$ cat src/rtl/load_store_unit.sv
// Load/store unit: runs a req/gnt/rvalid data-bus transaction per core access,
// steering byte lanes, extending load data and stalling the core meanwhile.
module load_store_unit #(
    parameter int TIMEOUT_CYCLES = 64
) (
    input  logic        clk,
    input  logic        rst,
    input  logic        mem_read,
    input  logic        mem_write,
    input  logic        flush,
    input  logic [31:0] addr,
    input  logic [31:0] write_data,
    input  logic [2:0]  mem_width,
    output logic        stall,
    output logic [31:0] load_data,
    output logic        done,
    output logic        misaligned,
    output logic        bus_err,
    output logic        bus_req,
    output logic        bus_we,
    output logic [31:0] bus_addr,
    output logic [3:0]  bus_wstrb,
    output logic [31:0] bus_wdata,
    input  logic        bus_gnt,
    input  logic        bus_rvalid,
    input  logic [31:0] bus_rdata
);

    typedef enum logic [1:0] {IDLE, REQ, WAIT, DONE} state_t;

    localparam logic [7:0] TMO_LAST = 8'(TIMEOUT_CYCLES - 1);

    state_t      state_q, state_d;
    logic [31:0] addr_q, addr_d;
    logic [31:0] wdata_q, wdata_d;
    logic [2:0]  width_q, width_d;
    logic        we_q, we_d;
    logic [7:0]  cnt_q, cnt_d;
    logic [31:0] ld_q, ld_d;
    logic        err_q, err_d;

    logic        req_act;
    logic        mis;
    logic        timeout;
    logic [31:0] ld_ext;
    logic [3:0]  lane_strb;
    logic [31:0] lane_data;

    // Sign/zero extension of the selected byte or half of a bus read word
    function automatic logic [31:0] extend(input logic [31:0] d,
                                           input logic [1:0]  a,
                                           input logic [2:0]  w);
        logic [7:0]  b;
        logic [15:0] h;
        logic [31:0] r;
        unique case (a)
            2'd0:    b = d[7:0];
            2'd1:    b = d[15:8];
            2'd2:    b = d[23:16];
            default: b = d[31:24];
        endcase
        h = a[1] ? d[31:16] : d[15:0];
        unique case (w[1:0])
            2'b00:   r = w[2] ? {24'b0, b} : {{24{b[7]}}, b};
            2'b01:   r = w[2] ? {16'b0, h} : {{16{h[15]}}, h};
            default: r = d;
        endcase
        return r;
    endfunction

    // Request qualification, alignment check and timeout detection
    always_comb begin
        req_act = (mem_read | mem_write) & ~flush & ~rst;
        unique case (mem_width[1:0])
            2'b00:   mis = 1'b0;
            2'b01:   mis = addr[0];
            default: mis = |addr[1:0];
        endcase
        timeout = (cnt_q == TMO_LAST);
        ld_ext  = we_q ? 32'h0 : extend(bus_rdata, addr_q[1:0], width_q);
    end

    // Write lane steering from the captured request
    always_comb begin
        unique case (width_q[1:0])
            2'b00: begin
                lane_strb = 4'b0001 << addr_q[1:0];
                lane_data = {4{wdata_q[7:0]}};
            end
            2'b01: begin
                lane_strb = addr_q[1] ? 4'b1100 : 4'b0011;
                lane_data = {2{wdata_q[15:0]}};
            end
            default: begin
                lane_strb = 4'b1111;
                lane_data = wdata_q;
            end
        endcase
    end

    // Next-state and control outputs of the transaction FSM
    always_comb begin
        state_d    = state_q;
        addr_d     = addr_q;
        wdata_d    = wdata_q;
        width_d    = width_q;
        we_d       = we_q;
        ld_d       = ld_q;
        err_d      = err_q;
        cnt_d      = 8'd0;
        stall      = 1'b0;
        misaligned = 1'b0;
        done       = 1'b0;
        bus_req    = 1'b0;
        unique case (state_q)
            IDLE: begin
                err_d = 1'b0;
                if (req_act) begin
                    if (mis) begin
                        misaligned = 1'b1;
                    end else begin
                        stall   = 1'b1;
                        addr_d  = addr;
                        wdata_d = write_data;
                        width_d = mem_width;
                        we_d    = mem_write;
                        ld_d    = 32'h0;
                        state_d = REQ;
                    end
                end
            end
            REQ: begin
                bus_req = 1'b1;
                stall   = 1'b1;
                cnt_d   = cnt_q + 8'd1;
                if (bus_gnt && bus_rvalid) begin
                    ld_d    = ld_ext;
                    state_d = DONE;
                end else if (timeout) begin
                    ld_d    = 32'h0;
                    err_d   = 1'b1;
                    state_d = DONE;
                end else if (bus_gnt) begin
                    state_d = WAIT;
                end
            end
            WAIT: begin
                stall = 1'b1;
                cnt_d = cnt_q + 8'd1;
                if (bus_rvalid) begin
                    ld_d    = ld_ext;
                    state_d = DONE;
                end else if (timeout) begin
                    ld_d    = 32'h0;
                    err_d   = 1'b1;
                    state_d = DONE;
                end
            end
            default: begin
                done    = 1'b1;
                state_d = IDLE;
            end
        endcase
    end

    // Bus-facing and result outputs are only live in their owning state
    always_comb begin
        bus_we    = (state_q == REQ) & we_q;
        bus_addr  = (state_q == REQ) ? {addr_q[31:2], 2'b00} : 32'h0;
        bus_wstrb = (state_q == REQ && we_q) ? lane_strb : 4'b0000;
        bus_wdata = (state_q == REQ) ? lane_data : 32'h0;
        load_data = (state_q == DONE) ? ld_q : 32'h0;
        bus_err   = (state_q == DONE) & err_q;
    end

    // State and captured-request registers
    always_ff @(posedge clk or posedge rst) begin
        if (rst) begin
            state_q <= IDLE;
            addr_q  <= 32'h0;
            wdata_q <= 32'h0;
            width_q <= 3'b0;
            we_q    <= 1'b0;
            cnt_q   <= 8'd0;
            ld_q    <= 32'h0;
            err_q   <= 1'b0;
        end else begin
            state_q <= state_d;
            addr_q  <= addr_d;
            wdata_q <= wdata_d;
            width_q <= width_d;
            we_q    <= we_d;
            cnt_q   <= cnt_d;
            ld_q    <= ld_d;
            err_q   <= err_d;
        end
    end

endmodule

$ cat config.mk
export PLATFORM = sky130hd
export DESIGN_NAME = load_store_unit
export DESIGN_NICKNAME = d
export VERILOG_FILES = /design/src/rtl/load_store_unit.sv
export SDC_FILE = /design/constraint.sdc
export NUM_CORES = 1
export LEC_CHECK = 0
export BUFFER_PORTS_ARGS = -buffer_cell sky130_fd_sc_hd__buf_2
export CORE_MARGIN = 1
export CORE_UTILIZATION = 47
export CTS_BUF_LIST = sky130_fd_sc_hd__clkbuf_4 sky130_fd_sc_hd__clkbuf_8
export DETAILED_ROUTE_END_ITERATION = 12
export PLACE_DENSITY = 0.82
export SLEW_MARGIN = 20
export SYNTH_ARGS = -nofsm -noshare
export SYNTH_HDL_FRONTEND = slang
export SYNTH_SLANG_ARGS = --single-unit
$ cat constraint.sdc
create_clock -name clk -period 3.18 [get_ports clk]
set_clock_uncertainty 0.15 [all_clocks]
set_input_delay 0 -clock clk [delete_from_list [all_inputs] [get_ports clk]]
set_output_delay 0 -clock clk [all_outputs]
set_load 0.05 [all_outputs]
==> metrics.yaml, run 1 <==
status: "complete, no violations"
die_area_um2: 13700
nets: 1004
swShare: 0.476
p_seq_frac: 0.343
grt_max_degree: 70
cts_resized: 0
syn_to_final_growth_pct: 39.2
cp_cell_sequence: "ha_1 -> nand3_2 -> nor4_1 -> o211ai_1 -> o2bb2ai_1 -> dlygate4sd3_1"
initial_core_util: 0.487
grt_pass1_vias: 5965
leakagePower_nw: 4.26
cts_tree: "built"
wire_per_inst_um: 18.0
netlist_area_um2: 6200
clk_transition_reported_paths_ps: 110
routed_wl_um: 19200
max_cap_violations: 0
slew_headroom: 0.345
synth.distinct_cells: 51
slew_viol_final: 0
syn_inst: 603
vias: 5843
pin_count: 212
p_int_w: 0.00392
crit_path_max_fanout: 5
total_power_w: 0.00748
power_frac_comb: 0.540
hold_buffers: 105
viasPerCell: 5.47
avgSynthCellArea_um2: 10.3
synth_seq_cells: 111
h-tree-depth: 3
synth_warnings: 0
rsz0062_at_grt: "no"
hold_class: "primary input to async pin"
drive_gt1_frac: 0.309
drt_iter0_drc: 421
worst_pin_slew_ps: 982
max_freq_mhz: 392
setup_viol: 0
antenna_found_initial: 0
post-route-min-period_ps: 2550
grt.overflow.total: 0
max-vdd-ir-drop_v: 0.000506
die_h_um: 117
tns_ps: 0
ant_nets: 0
numCtsBuffers: 9
clock-sinks: 111
yosysSeqAreaShare: 0.448
startpoint_type: "flip-flop"
worstPathArrival_ps: 2690
layout_worst_path_cycle_share: 0.803
post_cts_buffers: 0
powerDensity_nw_per_um2: 867
cts_root_buffer: "clkbuf_8"
port_buffers: 209
critPathKind: "flip-flop to flip-flop"
grt_usage: 0.291
cp_slowest_cell: "dlygate4sd3_1"
diodes: 0
grt_pass1_wl_um: 30000
cts.path.max_buffers: 2
die_w_um: 117
cp-end-kind: "flip-flop"
worst_path_largest_cell_delay_ps: 560
dp.final_hpwl_um: 11800
hold_viol_final: 0
clockPowerShare: 0.117
p_switching_w: 0.00356
num_rows: 41
clk_latency_ps: 390
worstPathRequired_ps: 3310
placeableCoreArea_um2: 12700
firstDrtPassIters: 5
place.gp.congestion: 0.849
drc: 0
[worst paths after layout]
check	depth (start not counted)	startpoint	slack [ps]	to
worst max-delay path	6	cnt_q[0]	630	state_q[0]
worst min-delay path	3	rst	130	width_q[0]
worst max register to register	6	cnt_q[0]	630	state_q[0]
worst min register to register	1	cnt_q[0]	330	cnt_q[0]
max in group asynchronous	4	rst	1990	ld_q[23]
min in group clk	5	flush	130	state_q[1]
[state kept, by name (all words and copies together) (netlist names)]
name / flops
state_q: 2
err_q: 1
cnt_q: 8
wdata_q: 32
addr_q: 32
ld_q: 32
we_q: 1
width_q: 3
[stage by stage]
stage	setup slack [ps]	hold WS, ps	util	cells	area (µm²)
floorplan	99.3	-18.3	-	604	6200
global placement	896	17.4	0.580	948	7380
detailed placement	827	18.6	0.580	948	7380
CTS	658	98.1	0.678	1068	8630
global route	493	167	0.678	1068	8630
finish	627	132	0.678	1068	8630
[per-layer routing]
metal | global-route usage | vias to the layer above | routed length, µm
li1 | - | 2718 | -
met1 | 0.351 | 2816 | 7920
met2 | 0.490 | 265 | 9440
met3 | 0.0726 | 44 | 1300
met4 | 0.142 | 0 | 581
met5 | 0 | - | 0
[logic make-up (layout without fill, tap and decap cells)]
kind of cell	after synthesis	count (layout)	share of synthesized area
and+or+nand+nor	173	173	0.148
AOI/OAI and AO/OA	141	141	0.151
DFF	111	111	0.448
muxes	96	96	0.185
buffers and inverters	70	362	0.0480
adders and majority gates	6	6	0.0121
xor gates and xnor gates	5	5	0.00706
other	1	2	0.000605
[power by group through the flow]
stage / combinational (W) / sequential, W / clock (W)
4_1_cts: 0.00399 / 0.00255 / 0.000893
6_report: 0.00404 / 0.00257 / 0.000876
3_3_place_gp: 0.00378 / 0.00255 / 0
5_1_grt: 0.00434 / 0.00266 / 0.000941
2_1_floorplan: 0.00318 / 0.00231 / 0
3_5_place_dp: 0.00385 / 0.00257 / 0
[critical path: cells and delay by family, from the launching register on]
family | cells | cell delay, ps
compound gates | 2 | 460
fa+ha+maj | 1 | 210
buf+inv | 1 | 560
flops | 1 | 400
simple gates | 2 | 670
[cells in the mapped netlist, drive strengths merged]
| cell type | number | area share |
|---|---|---|
| ha | 6 | 0.012 |
| inv | 19 | 0.012 |
| and2 | 73 | 0.074 |
| nor4b | 1 | 0.0014 |
| or2 | 2 | 0.0020 |
| buf | 21 | 0.018 |
| xor2 | 4 | 0.0057 |
| nor2 | 45 | 0.027 |
| nor4 | 1 | 0.0010 |
| xnor2 | 1 | 0.0014 |
| o2111ai | 2 | 0.0038 |
| o22ai | 26 | 0.026 |
| mux2 | 69 | 0.13 |
| o211ai | 8 | 0.0097 |
| and4 | 1 | 0.0014 |
| a22oi | 1 | 0.0020 |
| a21o | 3 | 0.0036 |
| o2bb2ai | 1 | 0.0014 |
| mux2i | 19 | 0.031 |
| mux4 | 8 | 0.029 |
| nand2b | 4 | 0.0040 |
| dfrtp | 111 | 0.45 |
| nand3 | 3 | 0.0032 |
| o21bai | 2 | 0.0024 |
| a221oi | 7 | 0.0099 |
| nor2b | 7 | 0.0071 |
| or4 | 1 | 0.0018 |
| nand3b | 1 | 0.0012 |
| a32o | 16 | 0.026 |
| or3 | 3 | 0.0030 |
| a31oi | 7 | 0.0071 |
| clkbuf | 30 | 0.018 |
| or3b | 1 | 0.0014 |
| o21ai | 19 | 0.015 |
| a221o | 1 | 0.0016 |
| a2bb2oi | 2 | 0.0028 |
| a22o | 1 | 0.0028 |
| nand4 | 1 | 0.0010 |
| a21oi | 45 | 0.036 |
| and3 | 2 | 0.0020 |
| nand2 | 27 | 0.016 |
| conb | 1 | 0.00060 |
[layout by cell type (no fill, tap or decap), types with 3 or more instances in the layout]
| master | netlist | final |
|---|---|---|
| buf_2 | 13 | 209 |
| dfrtp_1 | 111 | 110 |
| dlygate4sd3_1 | 0 | 105 |
| and2_1 | 73 | 73 |
| mux2_1 | 48 | 48 |
| nor2_1 | 45 | 45 |
| a21oi_1 | 45 | 45 |
| nand2_1 | 27 | 27 |
| o22ai_1 | 26 | 26 |
| mux2_2 | 21 | 21 |
| mux2i_1 | 19 | 19 |
| inv_1 | 17 | 16 |
| a32o_1 | 16 | 16 |
| o21ai_0 | 14 | 14 |
| buf_4 | 3 | 12 |
| clkbuf_8 | 0 | 9 |
| o211ai_1 | 8 | 8 |
| mux4_2 | 8 | 8 |
| a221oi_1 | 7 | 7 |
| nor2b_1 | 7 | 7 |
| a31oi_1 | 7 | 7 |
| ha_1 | 6 | 6 |
| o21ai_1 | 5 | 5 |
| nand2b_1 | 4 | 4 |
| xor2_1 | 4 | 4 |
| clkinv_4 | 0 | 4 |
| a21o_1 | 3 | 3 |
| or3_1 | 3 | 3 |
[cell type report]
class | instances | area (µm²)
inverters | 19 | 73.8
flip-flops and latches | 111 | 2780
repair buffers | 328 | 2230
well taps | 172 | 215
clock inverters | 6 | 72.6
fillers | 935 | 4090
multi-input cells | 423 | 3140
clock buffers | 9 | 124
(Power assumes the default switching activity.)
==> inputs of run 2 (changes only) <==
--- a/config.mk
+++ b/config.mk
@@ -5,12 +5,13 @@
 export SDC_FILE = /design/constraint.sdc
 export NUM_CORES = 1
 export LEC_CHECK = 0
+export ABC_AREA = 1
 export BUFFER_PORTS_ARGS = -buffer_cell sky130_fd_sc_hd__buf_2
 export CORE_MARGIN = 1
-export CORE_UTILIZATION = 47
+export CORE_UTILIZATION = 53
 export CTS_BUF_LIST = sky130_fd_sc_hd__clkbuf_4 sky130_fd_sc_hd__clkbuf_8
 export DETAILED_ROUTE_END_ITERATION = 12
-export PLACE_DENSITY = 0.82
+export PLACE_DENSITY = 0.86
 export SLEW_MARGIN = 20
 export SYNTH_ARGS = -nofsm -noshare
 export SYNTH_HDL_FRONTEND = slang
==> constraint.sdc (replaced) <==
create_clock -name clk -period 2.7 [get_ports clk]
set_clock_uncertainty 0.15 [all_clocks]
set_input_delay 0 -clock clk [delete_from_list [all_inputs] [get_ports clk]]
set_output_delay 0 -clock clk [all_outputs]
set_load 0.05 [all_outputs]
==> metrics.yaml, run 2 <==
vias: 7246  # +24%
final_cell_mix: "nand2_1, buf_2, inv_1, dfrtp_1, dlygate4sd3_1"
synth_commonest_cells: "nand2_1, dfrtp_1, inv_1"
routed_wl_um: 20800  # +8.2%
cts_root_buffer: "clkbuf_8"
rsz0062_at_grt: "no"
drc: 13  # +13
max_freq_mhz: 406  # +3.7%
placeableCoreArea_um2: 11600  # -9.1%
viasPerCell: 5.32  # -2.7%
port_buffers: 209  # unchanged
slew_viol_final: 0  # unchanged
synth_seq_cells: 111  # unchanged
startpoint_type: "flip-flop"
yosysSeqAreaShare: 0.437  # -0.0109
synth_warnings: 0  # unchanged
slew_headroom: 0.512  # +0.167
layout_commonest_cell: "nand2_1"
placed_area_um2: 7440  # +0.75%
initial_core_util: 0.549  # +0.0621
synth_edf_count: 0  # unchanged
crit_path_max_fanout: 20  # +15
hold_class: "primary input to flip-flop"
layout_worst_path_cycle_share: 0.912  # +0.109
worst_pin_slew_ps: 732  # -251 ps
leakagePower_nw: 5.32  # +25%
post-place-cells: 1243  # +31%
max_cap_violations: 0  # unchanged
async_flop_share: 1.00  # unchanged
fin_cells: 1361  # +27%
reg_top3: "addr_q (32), ld_q (32), wdata_q (32)"
synth.top_cell.area_share: 0.437  # -0.0109
grt_pass1_vias: 7071  # +19%
synth-main-ff-cell: "dfrtp_1"
synth.distinct_cells: 33  # -35%
clk_transition_reported_paths_ps: 100  # about the same
cts_resized: 0  # unchanged
critPathKind: "flip-flop to flip-flop"
top_layer: "met4"
die_h_um: 111  # -4.6%
ant_nets: 0  # unchanged
h-tree-depth: 3  # unchanged
drt_iter0_drc: 731  # +74%
place.gp.congestion: 0.921  # +8.5%
grt_usage: 0.348  # +0.0564
status: "finished with violations"
die_area_um2: 12400  # -9.0%
avgSynthCellArea_um2: 6.87  # -33%
tns_ps: 0  # unchanged
dp.final_hpwl_um: 12800  # +9.3%
syn_to_final_growth_pct: 36.0
netlist_area_um2: 6350  # +2.5%
synth_largest_area_cell: "dfrtp_1"
powerDensity_nw_per_um2: 1100  # +27%
hold_viol_final: 0  # unchanged
violations: "DRC"
grt_max_degree: 61  # -13%
r2r_setup_slack_ps: 240  # -390 ps
dr_wl_met3_um: 1910  # +47%
wl_met2_um: 9660  # +2.4%
pin_count: 212  # unchanged
die_w_um: 111  # -4.6%
drive_gt1_frac: 0.220  # -0.0889
num_rows: 39  # -4.9%
grt.overflow.total: 0  # unchanged
cp-end-kind: "flip-flop"
cts.path.max_buffers: 2  # unchanged
grt_pass1_wl_um: 34000  # +13%
clock-sinks: 111  # unchanged
clk_latency_ps: 360  # -30 ps
yosys-top-cells-area: "dfrtp_1, nand2_1, inv_1"
cts_tree: "built"
setup_viol: 0  # unchanged
yosys.cell_count.top_type: "nand2_1"
nets: 1325  # +32%
numCtsBuffers: 9  # unchanged
worstPathArrival_ps: 2580  # -110 ps
syn_inst: 924  # +53%
max-vdd-ir-drop_v: 0.000790  # +56%
antenna_found_initial: 1  # +1
final_cell_area_um2: 8640  # +0.10%
firstDrtPassIters: 9  # +4
worstPathRequired_ps: 2820  # -490 ps
post-route-min-period_ps: 2460  # -91.7 ps
m1WireLength_um: 8040  # +1.5%
wire_per_inst_um: 15.3  # -15%
-- run 2: cell count changes in the layout (fill, tap and decap cells not counted), sizes merged, moves of 8 or more --
cell	delta
o22ai	-17
nand3	+24
a32o	-16
mux2	-69
and2	-72
nand4	+15
nand2	+379
inv	+98
mux4	-8
o21ai	+33
nor2	+27
mux2i	-19
-- run 2: cell families after synthesis --
kind of cell | Yosys count | synth area share
AO/OA/AOI/OAI | 108 | 0.0947
flip-flops | 111 | 0.437
buffers and inverters | 165 | 0.111
XOR/XNOR | 1 | 0.00138
AND/OR/NAND/NOR | 532 | 0.343
adder cells (fa/ha/maj) | 6 | 0.0118
other | 1 | 0.000590
-- run 2: critical path, cell delays in order (launching register included) --
cell and delay, ps:
dfrtp_1 550, buf_4 290, a21oi_1 490, o211ai_1 160
dlygate4sd3_1 600, nand2_1 70, nand2_1 50
-- run 2: final timing paths --
| check | startpoint | endpoint | cells past startpoint |
|---|---|---|---|
| max in group asynchronous | rst | ld_q[16] | 5 |
| max | width_q[1] | ld_q[11] | 6 |
| min reg2reg | cnt_q[7] | cnt_q[7] | 1 |
| min in group asynchronous | rst | addr_q[28] | 4 |
| min | bus_gnt | err_q | 5 |
| max reg2reg | width_q[1] | ld_q[11] | 6 |
-- run 2: power breakdown --
| part | switching [W] | internal [W] |
|---|---|---|
| logic | 0.00402 | 0.00155 |
| clock network | 0.000548 | 0.000392 |
| registers | 0.000600 | 0.00238 |
-- run 2: through the flow --
step	setup WS [ps]	hold slack, ps	power (W)	util
3_5_place_dp	695	45.9	0.00818	0.643
2_1_floorplan	17.4	-40.4	0.00703	-
4_1_cts	315	4.77	0.00930	0.747
5_1_grt	153	62.1	0.0101	0.747
6_report	239	11.1	0.00949	0.747
3_3_place_gp	768	43.0	0.00808	0.643
-- run 2: final cells by class --
type                            instances  area [µm²]
Tap cell                              143         179
Clock buffer                           12         159
Timing Repair Buffer                  324        2180
Clock inverter                          3        18.8
Inverter                              118         448
Fill cell                             814        2930
Sequential cell                       111        2780
Multi-Input combinational cell        649        2880
Antenna cell                            1        2.50
-- run 2: per-layer routing --
| layer | vias to the layer above | global-route usage |
|---|---|---|
| met5 | - | 0 |
| met4 | 0 | 0.228 |
| met3 | 110 | 0.0702 |
| met2 | 468 | 0.562 |
| met1 | 3268 | 0.425 |
| li1 | 3400 | - |
-- run 2: repair_timing --
item / 4_1_cts / 5_1_grt
hold buffers: 102 / 0
buffers inserted: 0 / 0
setup endpoints to repair: 0 / 0
endpoints found under the hold margin: 153 / 0
